File: src/rtl/des_session_ctrl.sv
// des_session_ctrl: collects key and data from the hex entry block, runs the DES core once, holds the result.
// Optional core watchdog is enabled by defining WATCHDOG_EN.
module des_session_ctrl #(
    parameter int TIMEOUT = 1024,
    parameter int TW      = 11
) (
    input  logic        clk,
    input  logic        rst,
    input  logic        i_entry_full,
    input  logic [63:0] i_entry_val,
    input  logic        i_go_n,
    input  logic        i_abort_n,
    input  logic        i_mode,
    output logic        o_entry_rst_n,
    output logic        o_des_start,
    output logic [63:0] o_des_key,
    output logic [63:0] o_des_data,
    output logic        o_des_dec,
    input  logic        i_des_done,
    input  logic [63:0] i_des_result,
    output logic [63:0] o_result,
    output logic        o_result_vld,
    output logic [2:0]  o_phase,
    output logic        o_err
);

    typedef enum logic [2:0] {
        S_GET_KEY    = 3'd0,
        S_LATCH_KEY  = 3'd1,
        S_GET_DATA   = 3'd2,
        S_LATCH_DATA = 3'd3,
        S_RUN        = 3'd4,
        S_WAIT       = 3'd5,
        S_SHOW       = 3'd6,
        S_ERROR      = 3'd7
    } state_t;

    if (2**TW <= TIMEOUT) begin : g_cfg_check
        $error("des_session_ctrl: TW too narrow for TIMEOUT");
    end

    state_t      r_state;
    state_t      w_state_next;
    logic        r_go_n;
    logic        r_go_n_prev;
    logic        r_vld;
    logic        r_err;
    logic        r_dec;
    logic [63:0] r_key;
    logic [63:0] r_data;
    logic [63:0] r_result;
    logic        w_go;
    logic        w_abort;
    logic        w_latch_key;
    logic        w_latch_data;
    logic        w_capture;
    logic        w_vld_clr;
    logic        w_wd_hit;

    assign w_go    = r_go_n_prev & ~r_go_n;
    assign w_abort = ~i_abort_n;

`ifdef WATCHDOG_EN
    logic [TW-1:0] r_wd;

    assign w_wd_hit = (r_wd == TW'(TIMEOUT - 1));

    always_ff @(posedge clk or negedge rst) begin
        if (!rst)                  r_wd <= '0;
        else if (r_state == S_RUN) r_wd <= '0;
        else if (r_state == S_WAIT) r_wd <= r_wd + TW'(1);
    end
`else
    assign w_wd_hit = 1'b0;
`endif

    always_comb begin
        w_state_next  = r_state;
        o_entry_rst_n = 1'b1;
        o_des_start   = 1'b0;
        w_latch_key   = 1'b0;
        w_latch_data  = 1'b0;
        w_capture     = 1'b0;
        w_vld_clr     = 1'b0;
        case (r_state)
            S_GET_KEY: begin
                if (w_abort) begin
                    o_entry_rst_n = 1'b0;
                    w_vld_clr     = 1'b1;
                end else if (w_go && i_entry_full) begin
                    w_state_next = S_LATCH_KEY;
                end
            end
            S_LATCH_KEY: begin
                o_entry_rst_n = 1'b0;
                if (w_abort) begin
                    w_vld_clr    = 1'b1;
                    w_state_next = S_GET_KEY;
                end else begin
                    w_latch_key  = 1'b1;
                    w_state_next = S_GET_DATA;
                end
            end
            S_GET_DATA: begin
                if (w_abort) begin
                    o_entry_rst_n = 1'b0;
                    w_vld_clr     = 1'b1;
                    w_state_next  = S_GET_KEY;
                end else if (w_go && i_entry_full) begin
                    w_state_next = S_LATCH_DATA;
                end
            end
            S_LATCH_DATA: begin
                o_entry_rst_n = 1'b0;
                w_vld_clr     = 1'b1;
                if (w_abort) begin
                    w_state_next = S_GET_KEY;
                end else begin
                    w_latch_data = 1'b1;
                    w_state_next = S_RUN;
                end
            end
            S_RUN: begin
                if (w_abort) begin
                    o_entry_rst_n = 1'b0;
                    w_vld_clr     = 1'b1;
                    w_state_next  = S_GET_KEY;
                end else begin
                    o_des_start  = 1'b1;
                    w_state_next = S_WAIT;
                end
            end
            // abort is deliberately ignored here: the core run in flight must complete
            S_WAIT: begin
                if (i_des_done) begin
                    w_capture    = 1'b1;
                    w_state_next = S_SHOW;
                end else if (w_wd_hit) begin
                    w_vld_clr    = 1'b1;
                    w_state_next = S_ERROR;
                end
            end
            S_SHOW: begin
                if (w_abort)   w_state_next = S_GET_KEY;
                else if (w_go) w_state_next = S_GET_DATA;
            end
            S_ERROR: begin
                if (w_abort) w_state_next = S_GET_KEY;
            end
            default: w_state_next = S_ERROR;
        endcase
    end

    always_ff @(posedge clk or negedge rst) begin
        if (!rst) begin
            r_state     <= S_GET_KEY;
            r_go_n      <= 1'b1;
            r_go_n_prev <= 1'b1;
            r_vld       <= 1'b0;
            r_err       <= 1'b0;
            r_dec       <= 1'b0;
            r_key       <= '0;
            r_data      <= '0;
            r_result    <= '0;
        end else begin
            r_state     <= w_state_next;
            r_go_n      <= i_go_n;
            r_go_n_prev <= r_go_n;
            r_err       <= (w_state_next == S_ERROR);
            if (w_latch_key) r_key <= i_entry_val;
            if (w_latch_data) begin
                r_data <= i_entry_val;
                r_dec  <= i_mode;
            end
            if (w_capture) begin
                r_result <= i_des_result;
                r_vld    <= 1'b1;
            end else if (w_vld_clr) begin
                r_vld <= 1'b0;
            end
        end
    end

    assign o_des_key    = r_key;
    assign o_des_data   = r_data;
    assign o_des_dec    = r_dec;
    assign o_result     = r_result;
    assign o_result_vld = r_vld;
    assign o_phase      = r_state;
    assign o_err        = r_err;

endmodule

File: config.mk
export PLATFORM = sky130hd
export DESIGN_NAME = des_session_ctrl
export DESIGN_NICKNAME = d
export VERILOG_FILES = /design/src/rtl/des_session_ctrl.sv
export SDC_FILE = /design/constraint.sdc
export NUM_CORES = 1
export LEC_CHECK = 0
export ABC_AREA = 1
export BUFFER_PORTS_ARGS = -buffer_cell sky130_fd_sc_hd__clkbuf_2
export CELL_PAD_IN_SITES_DETAIL_PLACEMENT = 0
export CELL_PAD_IN_SITES_GLOBAL_PLACEMENT = 1
export CORE_ASPECT_RATIO = 0.5
export CORE_MARGIN = 2
export CORE_UTILIZATION = 35
export DETAILED_ROUTE_END_ITERATION = 7
export GPL_TIMING_DRIVEN = 0
export PLACE_DENSITY = 0.82
export SYNTH_ARGS = -nofsm -noshare
export SYNTH_HDL_FRONTEND = slang
export SYNTH_SLANG_ARGS = --single-unit
File: constraint.sdc
create_clock -name clk -period 1.5 [get_ports clk]
set_clock_uncertainty 0.15 [all_clocks]
set_input_delay 0.15 -clock clk [delete_from_list [all_inputs] [get_ports clk]]
set_output_delay 0.15 -clock clk [all_outputs]
set_load 0.005 [all_outputs]
# Word-level counts from Yosys, hierarchy flattened
# Cells that the tools add are included.
totals:
  register_bits: 200
  output_inout_bits: 200
op_classes:
  n_eq_ne: 8
  muxes: 23
  n_bitwise: 2
  reduce_logical: 6
op_table:
  columns: ["cell", "count"]
  rows:
  - ["$mux 3", 10]
  - ["$pmux 3 s8", 1]
  - ["$eq 3x3->1 const B", 5]
  - ["$mux 1", 9]
  - ["$eq 3x2->1 const B", 2]
  - ["$pmux 1 s2", 2]
  - ["$reduce_or 4->1", 1]
  - ["$eq 3x1->1 const B", 1]
  - ["$logic_not 3->1", 1]
  - ["$reduce_or 3->1", 1]
  - ["$mux 2", 1]
  - ["$reduce_bool 2->1", 1]
  - ["$reduce_or 2->1", 1]
  - ["$and 1x1->1", 1]
  - ["$logic_and 1x1->1", 1]
  - ["$not 1->1", 1]

# Longest topological paths before layout
logic_depth:
  word_depth: 7
  mapped_depth: 8
  mapped_depth_nobuf: 6

# Least setup slack after synthesis
# No wires, ideal clock.
synth_timing:
  path_kind: "flip-flop to flip-flop"
  from: "register r_state[0], in the netlist o_phase[0]"
  to: "register r_result[15], in the netlist o_result[15]"
  setup_ns: 0.118
  t_arrival_ns: 1.124
  required_ns: 1.232
  setup_slack_ns: 0.108
  stages_incl_launch_ff: 8
  path_buffers: 2
  path_cell_list: "dfrtp_1 inv_1 nor2_1 nand3_1 buf_2 buf_6 nand2_1 nand2_1"
synth_via:
  elab_chain_len: 2
synth_lines:
  columns: ["element", "line_no", "source"]
  rows:
  - ["from (decl)", "42", "state_t r_state;"]
  - ["from (signal assigned)", "166", "r_state <= w_state_next;"]
  - ["$eq 3x3->1", "85", "case (r_state)"]
  - ["$mux 1", "85", null]
  - ["to (signal assigned)", "176", "r_result <= i_des_result;"]
  - ["to (decl)", "51", "logic [63:0] r_result;"]
# Every way passes these cells.
# A chain may end at the register's enable or synchronous reset.

# Worst setup path after layout
layout_timing:
  from: "register r_state[1], in the netlist o_phase[1]"
  to: "register r_data[27], in the netlist o_des_data[27]"
layout_via:
  elab_chain_len: 2
layout_lines:
  columns: ["element", "line_no", "source"]
  rows:
  - ["$eq 3x2->1", "85", null]
  - ["$mux 1", "85", null]
  - ["to (signal assigned)", "172", "r_data <= i_entry_val;"]
  - ["to (decl)", "50", "logic [63:0] r_data;"]
# Every way passes these cells.

==> run metrics <==
Final Wtd Congestion approximately 0.83; # H-tree levels 4; status finished with violations; # diodes 0; Core Footprint between 0.02 and 0.025 mm^2; Port Buffers roughly 330; first-pass GRT wire length ~41,000 um; commonest non-fill, non-tap cells in the layout 331 x clkbuf_2, 195 x dfrtp_1, 132 x dlygate4sd3_1, 118 x nand2_1, 102 x o21ai_2; I/O pins 335; Startpoint Class register; crit-path max FO 5; Cells after Synth just over 800; RSZ-0062 raised after global routing yes; Die Area roughly 0.024 mm^2; Netlist Area Pre-Place 0.00798 mm^2; slew margin rel. 0.577; top cells by area, synth dfrtp_1 62%, nand2_1 13%, o21ai_2 6.0%; Pre-antenna DRT Iters 5; Yosys cell types 18; Via-to-Cell Ratio between 4 and 5; static leakage 0.00769 uW; CTS Buf Count 17; maxcap violations 0; area leader, netlist dfrtp_1; total number of vias 7,843; Synthesis Warnings 0; failing checks negative hold slack, negative setup slack; antenna violations before repair 0; Root Buffer clkbuf_16; die width between 200 and 250 um; crit path DAT 1.83 ns; synthesis-stage register bit count 200; Clock Latency Late Sink 0.44 ns; most common library cell in the layout ignoring fill and taps clkbuf_2; share of layout cells above drive strength 1 0.540; Net Count, Synth 945; period utilization 1.10; CTS tree yes; WHS -0.513 ns; Post-Route WL 28,900 um; DR iter-0 viols 455; endpoints failing setup 198; Detailed Place HPWL 17,400 um; Setup WS post-layout -0.149 ns; routed len/inst around 17 um; highest clock rate 0.606 GHz; top cell type's share of synthesized area 0.621; Final Critical Period 1.65 ns; area delta synth->final 78.8%; Hold Fails Final Rpt 118; Reg clk slew, reported paths ~0.07 ns; crit path capture type register; Slew @ Worst Pin 0.635 ns; Post-DRT Antenna Nets 0; vias in the first global route 7,964; GRT overflow 0; GRT Total Usage 0.219; largest net degree at the start of global routing 81; worst-case clock buffer depth 2; Die H 111 um; syn avg cell area 9.85 um^2; register area share after synthesis 0.628; Critical Path RT 1.68 ns; worst IR drop on VDD 0.000521 V; hold_buf cts 132; Pwr Density 936 mW/mm^2; drt drc 0; Layout fillers 1,661; Post-Place Setup Slack -0.183 ns; kind of critical path reg2reg; Pins Over Slew Limit 0; nets@finish ~1,500; FF/Latch Area 0.00501 mm^2; FP Rows 38; type of the most critical hold path in2async; starting density of the core 0.362; multi-input combinational cell area roughly 0.0032 mm^2; final setup TNS -19.29 ns; clk sink count 200
[stage by stage]
step | utilization | instance area [um^2] | total power, uW | hold slack, ns | std cells
finish | 0.648 | 14300 | 13300 | -0.513 | 1661
global route | 0.648 | 14300 | 13900 | -0.502 | 1661
floorplan | - | 7980 | 6800 | -0.296 | 810
CTS | 0.559 | 12300 | 12900 | -0.513 | 1621
global placement | 0.455 | 10000 | 7750 | 0.0921 | 1444
detailed placement | 0.458 | 10100 | 7820 | -0.0252 | 1446
[kinds of logic (layout without fill, tap and decap cells)]
family | count (synthesis) | count (layout) | share of synthesized area
compound gates | 130 | 130 | 0.107
buf+inv | 126 | 677 | 0.0863
simple gates | 354 | 354 | 0.178
flops | 200 | 200 | 0.628
[final cells by class]
| class | count | share of cell area |
|---|---|---|
| sequential | 200 | 0.351 |
| timing repair buffer | 521 | 0.284 |
| multi-input combinational | 484 | 0.225 |
| buffer | 48 | 0.0512 |
| clock buffer | 21 | 0.0330 |
| tap | 300 | 0.0263 |
| inverter | 77 | 0.0206 |
| clock inverter | 10 | 0.00877 |
[timing repair]
action | in CTS | in global routing
hold endpoints to repair | 317 | 118
buffers inserted | 9 | 13
cloned | 3 | 28
gates resized for setup | 50 | 354
pin swaps | 2 | 9
endpoints found under the setup margin | 191 | 194
[cell usage after synthesis (all sizes together)]
cell and number:
nand2 273, nand3 69, dfrtp 198, dfstp 2
o21ai 130, clkbuf 10, buf 39, inv 77
nand4 1, nor2 11
[where the power goes]
part           leakage (uW)  switching [uW]  internal, uW
Sequential          0.00269             441          5880
Clock              0.000302            2030          2730
Combinational       0.00470            1040          1230
Total               0.00769            3510          9830
[per-layer routing]
metal	vias up	share of wire	track usage
li1	3636	-	-
met1	3877	0.39	0.255
met2	246	0.53	0.373
met3	84	0.040	0.0532
met4	0	0.042	0.115
met5	-	0	0
[flip-flops by register name (all words and copies together) (netlist names)]
name and count:
o_result 64, o_result_vld 1, o_des_dec 1, o_des_key 64, o_phase 3, o_des_data 64
o_err 1, r_go_n_prev 1, r_go_n 1
[final timing paths]
check | endpoint | from | cells past startpoint | slack (ns)
worst max-delay path | o_des_data[27] | o_phase[1] | 8 | -0.15
worst min-delay path | o_result[10] | rst | 1 | -0.51
worst max register to register | o_des_data[27] | o_phase[1] | 8 | -0.15
worst min register to register | r_go_n_prev | r_go_n | 0 | 0.23
max in group asynchronous | o_des_data[1] | rst | 3 | 0.60
min in group clk | o_result[63] | i_des_done | 4 | 0.07
[critical path, cell delays in order, from the launching register on]
cell       delay (ns)
dfrtp_2          0.44
buf_4            0.15
nand2_4          0.05
nor2_4           0.17
clkinv_4         0.13
clkbuf_16        0.19
clkbuf_16        0.16
nand2_2          0.05
o21ai_2          0.05
(Power assumes the default switching activity.)
